## src/rtl/fetch_pkg.sv

```systemverilog
// Shared fetch-stage constants and FSM encoding.
// NOP_INSTR is all-zero so every register field reads as r0 to the hazard detector.
package fetch_pkg;

   localparam int unsigned PC_W      = 16;
   localparam int unsigned INSTR_W   = 16;
   localparam int unsigned CNT_W     = 4;
   localparam int unsigned MAX_STALL = 15;

   localparam logic [INSTR_W-1:0] NOP_INSTR = '0;

   typedef enum logic [1:0] {
      FSM_RUN      = 2'd0,
      FSM_STALL    = 2'd1,
      FSM_REDIRECT = 2'd2
   } fsm_state_e;

endpackage

```

## src/rtl/fetch_stall_ctrl_stall_watchdog.sv

```systemverilog
// Consecutive-stall counter with a sticky timeout flag for interlock deadlock detection.
module stall_watchdog #(
   parameter int unsigned CNT_W     = 4,
   parameter int unsigned MAX_STALL = 15
) (
   input  logic             clk,
   input  logic             rst,
   input  logic             eff_stall,
   input  logic             clear,
   output logic [CNT_W-1:0] stall_cnt,
   output logic             stall_timeout
);

   localparam logic [CNT_W-1:0] CNT_MAX = CNT_W'(MAX_STALL);

   logic [CNT_W-1:0] cnt_q, cnt_d;
   logic             timeout_q, timeout_d;

   always_ff @(posedge clk or negedge rst) begin
      if (!rst) begin
         cnt_q     <= '0;
         timeout_q <= 1'b0;
      end else begin
         cnt_q     <= cnt_d;
         timeout_q <= timeout_d;
      end
   end

   // Clear has priority; otherwise count up and saturate at the trip point.
   always_comb begin
      cnt_d     = cnt_q;
      timeout_d = timeout_q;
      if (clear) begin
         cnt_d = '0;
      end else if (eff_stall) begin
         if (cnt_q != CNT_MAX) cnt_d = cnt_q + CNT_W'(1);
         if (cnt_d == CNT_MAX) timeout_d = 1'b1;
      end
   end

   assign stall_cnt     = cnt_q;
   assign stall_timeout = timeout_q;

endmodule

```

## src/rtl/fetch_stall_ctrl.sv

```systemverilog
// Fetch-side PC / IF-ID owner: freezes on hazard stall, redirects and flushes on taken branch.
module fetch_stall_ctrl #(
   parameter int unsigned        PC_W      = fetch_pkg::PC_W,
   parameter int unsigned        INSTR_W   = fetch_pkg::INSTR_W,
   parameter int unsigned        PC_INC    = 1,
   parameter logic [PC_W-1:0]    RESET_PC  = '0,
   parameter logic [INSTR_W-1:0] NOP_INSTR = fetch_pkg::NOP_INSTR,
   parameter int unsigned        CNT_W     = fetch_pkg::CNT_W,
   parameter int unsigned        MAX_STALL = fetch_pkg::MAX_STALL
) (
   input  logic               clk,
   input  logic               rst,
   input  logic               stall,
   input  logic               branch_taken,
   input  logic [PC_W-1:0]    branch_target,
   input  logic [INSTR_W-1:0] imem_instr,
   output logic [PC_W-1:0]    pc,
   output logic [INSTR_W-1:0] ifid_instr,
   output logic [PC_W-1:0]    ifid_pc,
   output logic               ifid_valid,
   output logic               idex_bubble,
   output logic [CNT_W-1:0]   stall_cnt,
   output logic               stall_timeout,
   output logic [1:0]         fsm_state
);

   import fetch_pkg::*;

   localparam logic [PC_W-1:0] PC_STEP = PC_W'(PC_INC);

   logic [PC_W-1:0]    pc_q, pc_d;
   logic [INSTR_W-1:0] ifid_instr_q, ifid_instr_d;
   logic [PC_W-1:0]    ifid_pc_q, ifid_pc_d;
   logic               ifid_valid_q, ifid_valid_d;
   fsm_state_e         state_q, state_d;

   logic eff_stall_c;
   logic wd_clear_c;

   // A stall against a flushed/reset NOP in IF/ID is meaningless and must not freeze fetch.
   assign eff_stall_c = stall & ifid_valid_q;
   assign wd_clear_c  = branch_taken | ~eff_stall_c;
   assign idex_bubble = eff_stall_c | branch_taken | ~ifid_valid_q;

   always_ff @(posedge clk or negedge rst) begin
      if (!rst) begin
         pc_q         <= RESET_PC;
         ifid_instr_q <= NOP_INSTR;
         ifid_pc_q    <= '0;
         ifid_valid_q <= 1'b0;
         state_q      <= FSM_RUN;
      end else begin
         pc_q         <= pc_d;
         ifid_instr_q <= ifid_instr_d;
         ifid_pc_q    <= ifid_pc_d;
         ifid_valid_q <= ifid_valid_d;
         state_q      <= state_d;
      end
   end

   // Branch beats stall; stall holds everything; otherwise fetch advances.
   always_comb begin
      pc_d         = pc_q;
      ifid_instr_d = ifid_instr_q;
      ifid_pc_d    = ifid_pc_q;
      ifid_valid_d = ifid_valid_q;
      state_d      = state_q;
      if (branch_taken) begin
         pc_d         = branch_target;
         ifid_instr_d = NOP_INSTR;
         ifid_pc_d    = '0;
         ifid_valid_d = 1'b0;
         state_d      = FSM_REDIRECT;
      end else if (eff_stall_c) begin
         state_d = FSM_STALL;
      end else begin
         pc_d         = pc_q + PC_STEP;
         ifid_instr_d = imem_instr;
         ifid_pc_d    = pc_q + PC_STEP;
         ifid_valid_d = 1'b1;
         state_d      = FSM_RUN;
      end
   end

   stall_watchdog #(
      .CNT_W     (CNT_W),
      .MAX_STALL (MAX_STALL)
   ) u_watchdog (
      .clk           (clk),
      .rst           (rst),
      .eff_stall     (eff_stall_c),
      .clear         (wd_clear_c),
      .stall_cnt     (stall_cnt),
      .stall_timeout (stall_timeout)
   );

   assign pc         = pc_q;
   assign ifid_instr = ifid_instr_q;
   assign ifid_pc    = ifid_pc_q;
   assign ifid_valid = ifid_valid_q;
   assign fsm_state  = state_q;

endmodule

```

## config.mk

```make
export PLATFORM = sky130hd
export DESIGN_NAME = fetch_stall_ctrl
export DESIGN_NICKNAME = d
export VERILOG_FILES = /design/src/rtl/fetch_pkg.sv /design/src/rtl/fetch_stall_ctrl_stall_watchdog.sv /design/src/rtl/fetch_stall_ctrl.sv
export SDC_FILE = /design/constraint.sdc
export NUM_CORES = 1
export LEC_CHECK = 0
export ABC_AREA = 0
export BUFFER_PORTS_ARGS = -buffer_cell sky130_fd_sc_hd__clkbuf_2
export CORE_AREA = 2 2 91 67
export CTS_CLUSTER_DIAMETER = 100
export DETAILED_ROUTE_END_ITERATION = 10
export DIE_AREA = 0 0 93 69
export PLACE_DENSITY_LB_ADDON = 0.12
export SYNTH_ARGS = -nofsm -noshare
export SYNTH_HDL_FRONTEND = slang
export SYNTH_SLANG_ARGS = --single-unit
```

## constraint.sdc

```tcl
create_clock -name clk -period 2.22 [get_ports clk]
set_input_delay 0.444 -clock clk [delete_from_list [all_inputs] [get_ports clk]]
set_output_delay 0.444 -clock clk [all_outputs]
set_load 0.1 [all_outputs]
```

### Word-level counts from Yosys, hierarchy flattened

Cells that the tools add are included.

| storage, ports and cells | value |
|---|---|
| output and inout port bits | 57 |
| input port bits | 36 |
| word-level logic and storage cells | 35 |
| register bits after elaboration | 56 |

| operators by class | value |
|---|---|
| reductions and logical operators | 2 |
| muxes and demuxes | 14 |
| bitwise gates (word level) | 7 |
| equal/unequal tests | 3 |
| add/sub/neg operators | 2 |

Operators with widths:

| operator | number |
|---|---|
| $mux 16 | 5 |
| $mux 4 | 5 |
| $add 16x1->16 const B | 1 |
| $add 4x1->4 const B | 1 |
| $eq 4x4->1 const B | 1 |
| $ne 4x4->1 const B | 1 |
| $mux 1 | 3 |
| $not 1->1 | 3 |
| $or 1x1->1 | 3 |
| $reduce_and 3->1 | 1 |
| $mux 2 | 1 |
| $ne 2x2->1 const B | 1 |
| $reduce_bool 2->1 | 1 |
| $and 1x1->1 | 1 |

### Depth between registers and ports, before layout

Gate-level depths: netlist of the first run.

| depth | value |
|---|---|
| depth after elaboration | 6 |
| depth in mapped cells | 6 |
| mapped depth without buffers | 5 |

### Modules after synthesis

From an unflattened synthesis of the first run, not the netlist that was laid out.

| unflattened totals | value |
|---|---|
| cell total of the unflattened synthesis | 293 |
| area, all modules | 2695.1 um2 |

By module, submodules not included:

| module | cells an instance | area each (um2) | seq. area each (um2) | instances |
|---|---|---|---|---|
| fetch_stall_ctrl | 265 | 2416.1 | 1276.2 | 1 |
| stall_watchdog | 28 | 279.0 | 125.1 | 1 |

### Least setup slack after synthesis of the first run

Ideal clock, no wire load.

| timing | value |
|---|---|
| path type | reg-to-reg |
| from | register pc_q[2], in the netlist pc[2] |
| to | register pc_q[15], in the netlist pc[15] |
| required time | 2.138 ns |
| buffers on the path | 1 |
| arrival | 2.436 ns |
| setup time | 0.082 ns |
| period minus slack after synthesis | 2.518 ns |
| cell stages (with the launch flop) | 6 |
| slack | -0.298 ns |
| cell sequence | dfrtp_1 -> buf_2 -> nand3_2 -> or4_4 -> or3_1 -> a31oi_1 |

| on the way | value |
|---|---|
| cells in the longest elaborated chain, start to end | 3 |

RTL lines:

| item | line | source |
|---|---|---|
| start, declared | fetch_stall_ctrl.sv:31 | `logic [PC_W-1:0] pc_q, pc_d;` |
| start signal, assigned | fetch_stall_ctrl.sv:53 | `pc_q <= pc_d;` |
| $add 16x1->16 | fetch_stall_ctrl.sv:77 | `pc_d = pc_q + PC_STEP;` |
| $mux 16 | fetch_stall_ctrl.sv:74 | `end else if (eff_stall_c) begin` |
| $mux 16 | fetch_stall_ctrl.sv:68 | `if (branch_taken) begin` |

Every way passes these cells. The select of a mux whose other input is x is not followed.
A chain may end at the register's enable or synchronous reset.

### Worst setup path after layout of the first run

| timing | value |
|---|---|
| from | register pc_q[7], in the netlist pc[7] |
| to | register pc_q[15], in the netlist pc[15] |

Same word-level chain as after synthesis.

==> results.md, run 1 <==
- Seq cells post-synth: 56
- Cts bufs inserted: 5
- Clock sinks: 56
- Clk pwr share: 21.4%
- Async SR Flop Fraction: 100.0%
- Clock Skew: 0.007230 ns
- Hold Buf Count CTS: 0
- Worst path depth: 4
- Gr ovfl total: 0
- Sequential-to-total area share from yosys stat: 52.48%
- WHS: 0.2502 ns
- Req. time, crit path: 2.45 ns
- Seq pwr share: 43.6%
- Share of the synthesized area in the top cell type: 52.48%
- Worst VDD drop: 0.0004073 V
- Total wire length: 6206 um
- Drt initial violations: 109
- Mapped Cells: 290
- Most common cell in the netlist: nand2_1
- Initial antenna violation count: 0
- Max stage delay on crit path: 0.50 ns
- Min cycle time layout: 1.782 ns
- Chip Width: 93 um
- Most area-consuming cells after synthesis: dfrtp_1 52%, nand2_1 8.0%, xnor2_1 7.2%
- Leakage: 1.582 nW
- Nets: 416
- Via/cell ratio: 5.048
- Final Slew Violations: 0
- Final setup viols: 0
- Pin count of the biggest net entering global routing: 57
- Setup TNS: 0 ns
- Mean Syn Cell Area: 9.207 um2
- Distinct cells, synth: 33
- H-tree depth: 2
- Crit path DAT: 2.01 ns
- CTS tree: yes
- Worst-path clk slew: 0.10 ns
- Pre-CTS setup slack: 0.3190 ns
- Most used DFF post-synth: dfrtp_1
- Post-Syn Nets: 328
- Placement Cell Area: 0.003239 mm2
- Internal: 0.001529 W
- # IOs: 93
- Worst Reg-to-Reg Cells: 4
- Initial core utilization: 48.32%
- Biggest area consumer among synthesized cells: dfrtp_1
- Crit start category: flop
- Die area: 0.006417 mm2
- DRC errors left: 0
- Vias: 2,292
- Slew Limit Headroom: 51.84%
- Slowest cell on crit path: or4_4
- Period Utilization, post-route: 80.29%
- # Max-Cap Violations: 0
- Ant diodes: 0
- Layout cells sized above 1: 33.77%
- Clock buffer depth: 2
- DR WL/cell: 13.67 um
- Sw Ratio: 44.09%
- F_max: 561.1 MHz
- Setup crit end kind: flop
- Site Rows: 23
- Commonest cells in the netlist: 57 x nand2_1, 56 x dfrtp_1, 29 x a21oi_1
- Crit path cell chain: nand4_2 > or4_4 > or3_1 > a31oi_1
- Wire length of the first global-routing pass: 10,070 um
- Fillers: 520
- Ys Warns: 0
- Multi-input gate area: 0.001167 mm2
- Max FO, Critical Path: 8
- Status: finished, final reports clean
- Family with the most delay on the worst path: simple AND/OR/NAND/NOR gates
- Vias in the first global route: 2,039
- Area growth syn-to-layout: 24.84%
- Skew-Pair Late Insertion Delay: 0.31 ns
- Fin. Hold Viols: 0
- FF+latch area: 0.001416 mm2
- Hpwl dp: 4317 um
- WP buf/inv: 0
- Final Instance Area: 0.003333 mm2
- Routed Antenna Nets: 0
- Worst Tran Pin Value: 0.7224 ns
- Core ar.: 0.005525 mm2
- Switching power: 0.001205 W
- Final Wtd Congestion: 0.8659
- Pwr dens: 820.2 mW/mm2
- Worst setup margin: 0.4377 ns
- HP Class: input port to asynchronous set/reset pin
- Comb power frac: 35.0%
- Mapped cell area: 0.002670 mm2
- Post-cts sizing count: 0
- Die H: 69 um
- RSZ-0062 raised after global routing: false
- Crit Path Category: flop to flop
- Total GRT Usage: 19.60%
- Post-CTS Setup Inserts: 0
- Drt first pass iters: 4
- CTS Root Cell: clkbuf_8
- I/O Buffers: 92
- Number of synthesized flops with an enable pin: 0
## power groups by stage
stage                     Clock [W]  Combinational [W]  Sequential [W]
after floorplan                   0           0.000208         0.00176
after global placement            0           0.000957         0.00121
after detailed placement          0           0.000961         0.00121
after CTS                  0.000605           0.000963         0.00119
after global routing       0.000639            0.00101         0.00120
final                      0.000585           0.000957         0.00119
## cell families (layout without fill, tap and decap cells)
logic type      Yosys count  after routing  share of synthesized area, %
compound gates           66             66                         13.73
buf+inv                  25            114                         3.983
simple gates            113            113                         19.64
fa+ha+maj                 2              2                        0.9371
flops                    56             56                         52.48
mux                       1              1                        0.3749
xor+xnor                 27             27                         8.856
## cell type report
class / instances / area share [%]
Sequential cell: 56 / 42.49
Multi-Input combinational cell: 209 / 35.02
Timing Repair Buffer: 101 / 16.29
Tap cell: 75 / 2.815
Clock buffer: 7 / 2.590
Inverter: 5 / 0.5631
Clock inverter: 1 / 0.2252
## metal layers
| layer | up-vias | GRT usage [%] | part of all wire [%] |
|---|---|---|---|
| met2 | 72 | 27.78 | 41 |
| met5 | - | 0 | 0 |
| met1 | 1054 | 30.34 | 52 |
| met4 | 0 | 4.412 | 0.77 |
| li1 | 1160 | - | - |
| met3 | 6 | 4.809 | 6.1 |
## cells in the final DEF (no fill, tap or decap), drive strengths merged, types with 4 or more instances in the layout
cell    count
nand4       4
a211oi      6
a31oi       4
clkbuf     98
nand2      57
nand3       9
a21oi      29
o21ai      23
xnor2      22
xor2        5
inv         5
buf        10
nor3        8
dfrtp      56
nor2       21
nor4        8
## worst register-to-register path, cell delays in order, from the launching register on
cell and delay [ns]:
dfrtp_2 0.45, nand4_2 0.24, or4_4 0.50, or3_1 0.36
a31oi_1 0.16
## sequential cells by signal, summed over array words and instances, names as in the netlist
signal	count
u_watchdog.stall_cnt	4
ifid_pc	16
fsm_state	2
u_watchdog.stall_timeout	1
pc	16
ifid_instr	16
ifid_valid	1
## worst paths after layout
check,from,end,slack [ns]
setup / recovery,pc[7],pc[15],0.44
hold / removal,rst,ifid_pc[12],0.25
setup reg to reg,pc[7],pc[15],0.44
hold reg to reg,u_watchdog.stall_timeout,u_watchdog.stall_timeout,0.48
max in group asynchronous,rst,pc[0],1.42
min in group clk,branch_target[10],pc[10],0.34
## metrics by stage
step	power, W	util (%)	instances
global placement	0.002166	58.63	446
floorplan	0.001972	-	290
detailed placement	0.002171	58.63	446
CTS	0.002759	60.33	454
finish	0.002734	60.33	454
global route	0.002849	60.33	454
(Power assumes the default switching activity.)
==> run 2, diff against run 1 <==
- CORE_AREA: 2 2 91 67 -> 2 2 96 70
- DIE_AREA: 0 0 93 69 -> 0 0 98 72
- clock period: 2.22 -> 1.6 ns (I/O delays scaled with it)
==> run 2 against run 1 <==
Effect of this change: design area increased by 11%; hold slack got worse by 0.035 ns; the run now ends with negative setup slack left; clock power increased by 39%; register-to-register slack got worse by 0.53 ns; sequential share of layout area decreased by 3.5 points; sequential power increased by 37%; global-route usage increased by 0.54 points; via count increased by 4.8%.
==> results.md, run 2 (same netlist as run 1, synthesis figures left out) <==
- Crit Path Category: flop to flop
- CTS tree: yes
- Pin count of the biggest net entering global routing: 50
- Drt first pass iters: 4
- Nets: 436
- Fin util: 60.86%
- Gr ovfl total: 0
- Leakage: 1.717 nW
- Clock sinks: 56
- Placed instance count: 468
- Status: finished with violations
- Worst Tran Pin Value: 0.5493 ns
- Wire length of the first global-routing pass: 11,390 um
- Die area: 0.007056 mm2
- Global routing's busiest layer: met1
- Core ar.: 0.006096 mm2
- HP Class: input port to flop
- Via/cell ratio: 5.036
- DRC errors left: 0
- Layout cells sized above 1: 42.11%
- Chip Width: 98 um
- Placement Cell Area: 0.003537 mm2
- Post-CTS Setup Inserts: 0
- Pwr dens: 1065 mW/mm2
- Ant diodes: 0
- Vias in the first global route: 2,239
- Skew-Pair Late Insertion Delay: 0.31 ns
- Met2 Usage GRT: 28.31%
- Total wire length: 6999 um
- Hpwl dp: 5114 um
- Worst VDD drop: 0.0005337 V
- Die H: 72 um
- CTS Root Cell: clkbuf_8
- # IOs: 93
- Crit path DAT: 1.91 ns
- # Max-Cap Violations: 0
- H-tree depth: 2
- Req. time, crit path: 1.83 ns
- Most frequent cells in the layout: 71 x clkbuf_2, 56 x nand2_1, 46 x buf_4
- Final Instance Area: 0.003710 mm2
- Worst-path clk slew: 0.10 ns
- Final Slew Violations: 0
- Initial antenna violation count: 0
- Worst setup margin: -0.08836 ns
- Crit start category: flop
- Setup crit end kind: flop
- Total GRT Usage: 20.14%
- Min cycle time layout: 1.688 ns
- Area growth syn-to-layout: 38.94%
- RSZ-0062 raised after global routing: true
- Overall power: 0.003953 W
- DR WL/cell: 14.67 um
- Fin. Hold Viols: 0
- Clock buffer depth: 2
- I/O Buffers: 92
- F_max: 592.3 MHz
- Slew Limit Headroom: 63.53%
- Failing checks: negative setup slack
- Final setup viols: 3
- Initial core utilization: 43.80%
- Cts bufs inserted: 5
- Vias: 2,402
- Period Utilization, post-route: 105.5%
- Grt met3 use: 5.106%
- Met1 Track Usage GR: 31.72%
- Final Wtd Congestion: 0.8384
- Routed Antenna Nets: 0
- Leading cell type in the layout, fill and taps excluded: clkbuf_2
- Fin cells: 477
- Drt initial violations: 159
- Clock Skew: 0.009193 ns
- Max FO, Critical Path: 4
- Site Rows: 24
run 2: layer usage:
metal  vias up  share of wire (%)
met5         -                  0
met4         0               0.44
met3         4                6.7
met2        76                 44
met1      1119                 49
li1       1203                  -
run 2: metrics by stage:
stage | setup WS, ns | TNS, ns | hold slack (ns)
finish | -0.08836 | -0.1838 | 0.2150
global route | -0.1268 | -0.2912 | 0.2021
CTS | -0.09322 | -0.2016 | 0.2110
detailed placement | -0.1852 | -0.4177 | 0.2496
global placement | -0.1074 | -0.1958 | 0.2446
floorplan | -0.4660 | -2.710 | 0.02441
run 2: power by group:
| part | switching [W] | internal [W] | total, W |
|---|---|---|---|
| clock | 0.000460 | 0.000353 | 0.000814 |
| combinational | 0.00117 | 0.000339 | 0.00151 |
| sequential | 0.0000922 | 0.00154 | 0.00163 |
run 2: cell type report:
type,instances,area (um2)
clock buffer,7,86.33
clock inverter,1,7.507
fill,559,2386
inverter,5,18.77
multi-input combinational,209,1281
sequential,56,1448
tap,78,97.59
timing repair buffer,121,770.7
run 2: worst max-delay path: stages, from the launching register on:
cell	delay, ns
dfrtp_4	0.48
and2_4	0.15
or4_4	0.53
or3_1	0.32
a31oi_1	0.14
run 2: repair_timing:
item | in CTS | in global routing
endpoints found under the hold margin | 12 | 0
setup endpoints to repair | 6 | 11
gates resized for setup | 5 | 11
pin swaps | 4 | 0
hold buffers | 1 | 0
run 2: worst paths after layout:
kind | start | endpoint | cells past startpoint | slack (ns)
hold / removal | branch_target[10] | pc[10] | 3 | 0.22
hold reg to reg | u_watchdog.stall_timeout | u_watchdog.stall_timeout | 1 | 0.49
setup / recovery | ifid_valid | pc[15] | 4 | -0.09
min in group asynchronous | rst | ifid_pc[5] | 2 | 0.44
max in group asynchronous | rst | pc[1] | 3 | 0.57
setup reg to reg | ifid_valid | pc[15] | 4 | -0.09
==> run 3, diff against run 2 <==
- CORE_AREA: 2 2 96 70 -> 2 2 88 64
- DIE_AREA: 0 0 98 72 -> 0 0 90 66
- clock period: 1.6 -> 1.95 ns (I/O delays scaled with it)
==> run 3 against run 2 <==
Effect of this change: hold slack worse by 0.14 ns; critical path depth unchanged; global-route usage rose by 2.3 points; wire length fell by 11%; the flow now finishes without violations; critical endpoint unchanged; critical path type unchanged; core utilization is 4.9 points higher.
==> results.md, run 3 (same netlist as run 1, synthesis figures left out) <==
- Period Utilization, post-route: 93.97%
- Ant diodes: 0
- Total GRT Usage: 22.45%
- Core ar.: 0.005120 mm2
- Leading cell type in the layout, fill and taps excluded: clkbuf_2
- Hold Buf Count CTS: 0
- Worst-path clk slew: 0.10 ns
- Crit Path Category: flop to flop
- Clock sinks: 56
- Setup TNS: 0 ns
- Post-CTS Setup Inserts: 0
- Clock Skew: 0.009115 ns
- Wire length of the first global-routing pass: 10,630 um
- Vias in the first global route: 2,212
- Status: finished, final reports clean
- Gr ovfl total: 0
- Crit path DAT: 2.06 ns
- # Max-Cap Violations: 0
- Cts bufs inserted: 5
- Via/cell ratio: 5.238
- Skew-Pair Late Insertion Delay: 0.31 ns
- CTS Root Cell: clkbuf_8
- RSZ-0062 raised after global routing: false
- DRC errors left: 0
- Clock buffer depth: 2
- # IOs: 93
- I/O Buffers: 92
- Nets: 418
- Area growth syn-to-layout: 26.15%
- Pre-CTS setup slack: 0.1084 ns
- Initial antenna violation count: 0
- Leakage: 1.589 nW
- Setup crit end kind: flop
- Pin count of the biggest net entering global routing: 57
- Fin. Hold Viols: 0
- Final setup viols: 0
- Max FO, Critical Path: 6
- Most frequent cells in the layout: 91 x clkbuf_2, 57 x nand2_1, 42 x dfrtp_1
- Total wire length: 6227 um
- Post-cts sizing count: 0
- Layout cells sized above 1: 34.65%
- Crit path cell chain: and2_4 > or4_4 > or3_1 > a31oi_1
- CP startpoint: ifid_valid
- DR WL/cell: 13.75 um
- Chip Width: 90 um
- Crit start category: flop
- Final Wtd Congestion: 0.8753
- Worst setup margin: 0.1176 ns
- Die H: 66 um
- F_max: 545.7 MHz
- Slew Limit Headroom: 62.85%
- Pwr dens: 917.5 mW/mm2
- Worst VDD drop: 0.0004766 V
- Crit Reg-Reg Startpoint: ifid_valid
- Max stage delay on crit path: 0.55 ns
- Hpwl dp: 4385 um
- Die area: 0.005940 mm2
- CTS tree: yes
- Vias: 2,373
- Drt first pass iters: 4
- Worst Tran Pin Value: 0.5596 ns
- Req. time, crit path: 2.18 ns
- Slowest cell on crit path: or4_4
- Family with the most delay on the worst path: simple AND/OR/NAND/NOR gates
- Routed Antenna Nets: 0
- HP Class: input port to asynchronous set/reset pin
- WP buf/inv: 0
- Min cycle time layout: 1.832 ns
- H-tree depth: 2
- Site Rows: 22
- Final Slew Violations: 0
- Drt initial violations: 165
- Initial core utilization: 52.15%
-- run 3: cell types whose count changed in the layout (fill, tap and decap cells not counted), sizes merged --
cell,change
buf,-37
clkbuf,+19
clkinv,+1
dlygate4sd3,-1
-- run 3: power by group --
group          total [W]  internal [W]  leakage (nW)  switching, W
Clock           0.000630      0.000252        0.0412      0.000378
Sequential       0.00136       0.00126         0.698      0.000102
Combinational    0.00110      0.000201         0.850      0.000895
Total            0.00309       0.00172          1.59       0.00137
-- run 3: metrics by stage --
| step | cell area, um2 | hold slack, ns | utilization (%) | power, W | instances |
|---|---|---|---|---|---|
| after floorplan | 2743 | 0.09441 | - | 0.002271 | 290 |
| after global placement | 3283 | 0.4169 | 64.13 | 0.002479 | 445 |
| after detailed placement | 3283 | 0.4171 | 64.13 | 0.002487 | 445 |
| after CTS | 3368 | 0.08304 | 65.79 | 0.003111 | 453 |
| after global routing | 3368 | 0.09246 | 65.79 | 0.003229 | 453 |
| final | 3368 | 0.07223 | 65.79 | 0.003090 | 453 |
-- run 3: layout make-up --
type | instances | area [um2]
sequential | 56 | 1436
multi-input combinational | 209 | 1167
timing repair buffer | 103 | 570.5
fill | 474 | 1752
clock inverter | 2 | 12.51
tap | 72 | 90.09
clock buffer | 6 | 72.57
inverter | 5 | 18.77
-- run 3: metal layers --
| layer | vias to the layer above | global-route usage [%] | wire, um |
|---|---|---|---|
| met5 | - | 0 | 0 |
| met4 | 0 | 6.346 | 76 |
| met3 | 8 | 5.017 | 313 |
| met2 | 58 | 34.12 | 2747 |
| met1 | 1140 | 32.62 | 3090 |
| li1 | 1167 | - | - |
-- run 3: path summary, 6_finish.rpt --
kind                                             to  slack, ns  cells after the start
min in group clk                              pc[3]       0.28                      3
max                                          pc[15]       0.12                      4
min                                    fsm_state[1]       0.07                      2
min reg2reg                u_watchdog.stall_timeout       0.48                      1
max in group asynchronous                     pc[2]       1.61                      2
max reg2reg                                  pc[15]       0.12                      4
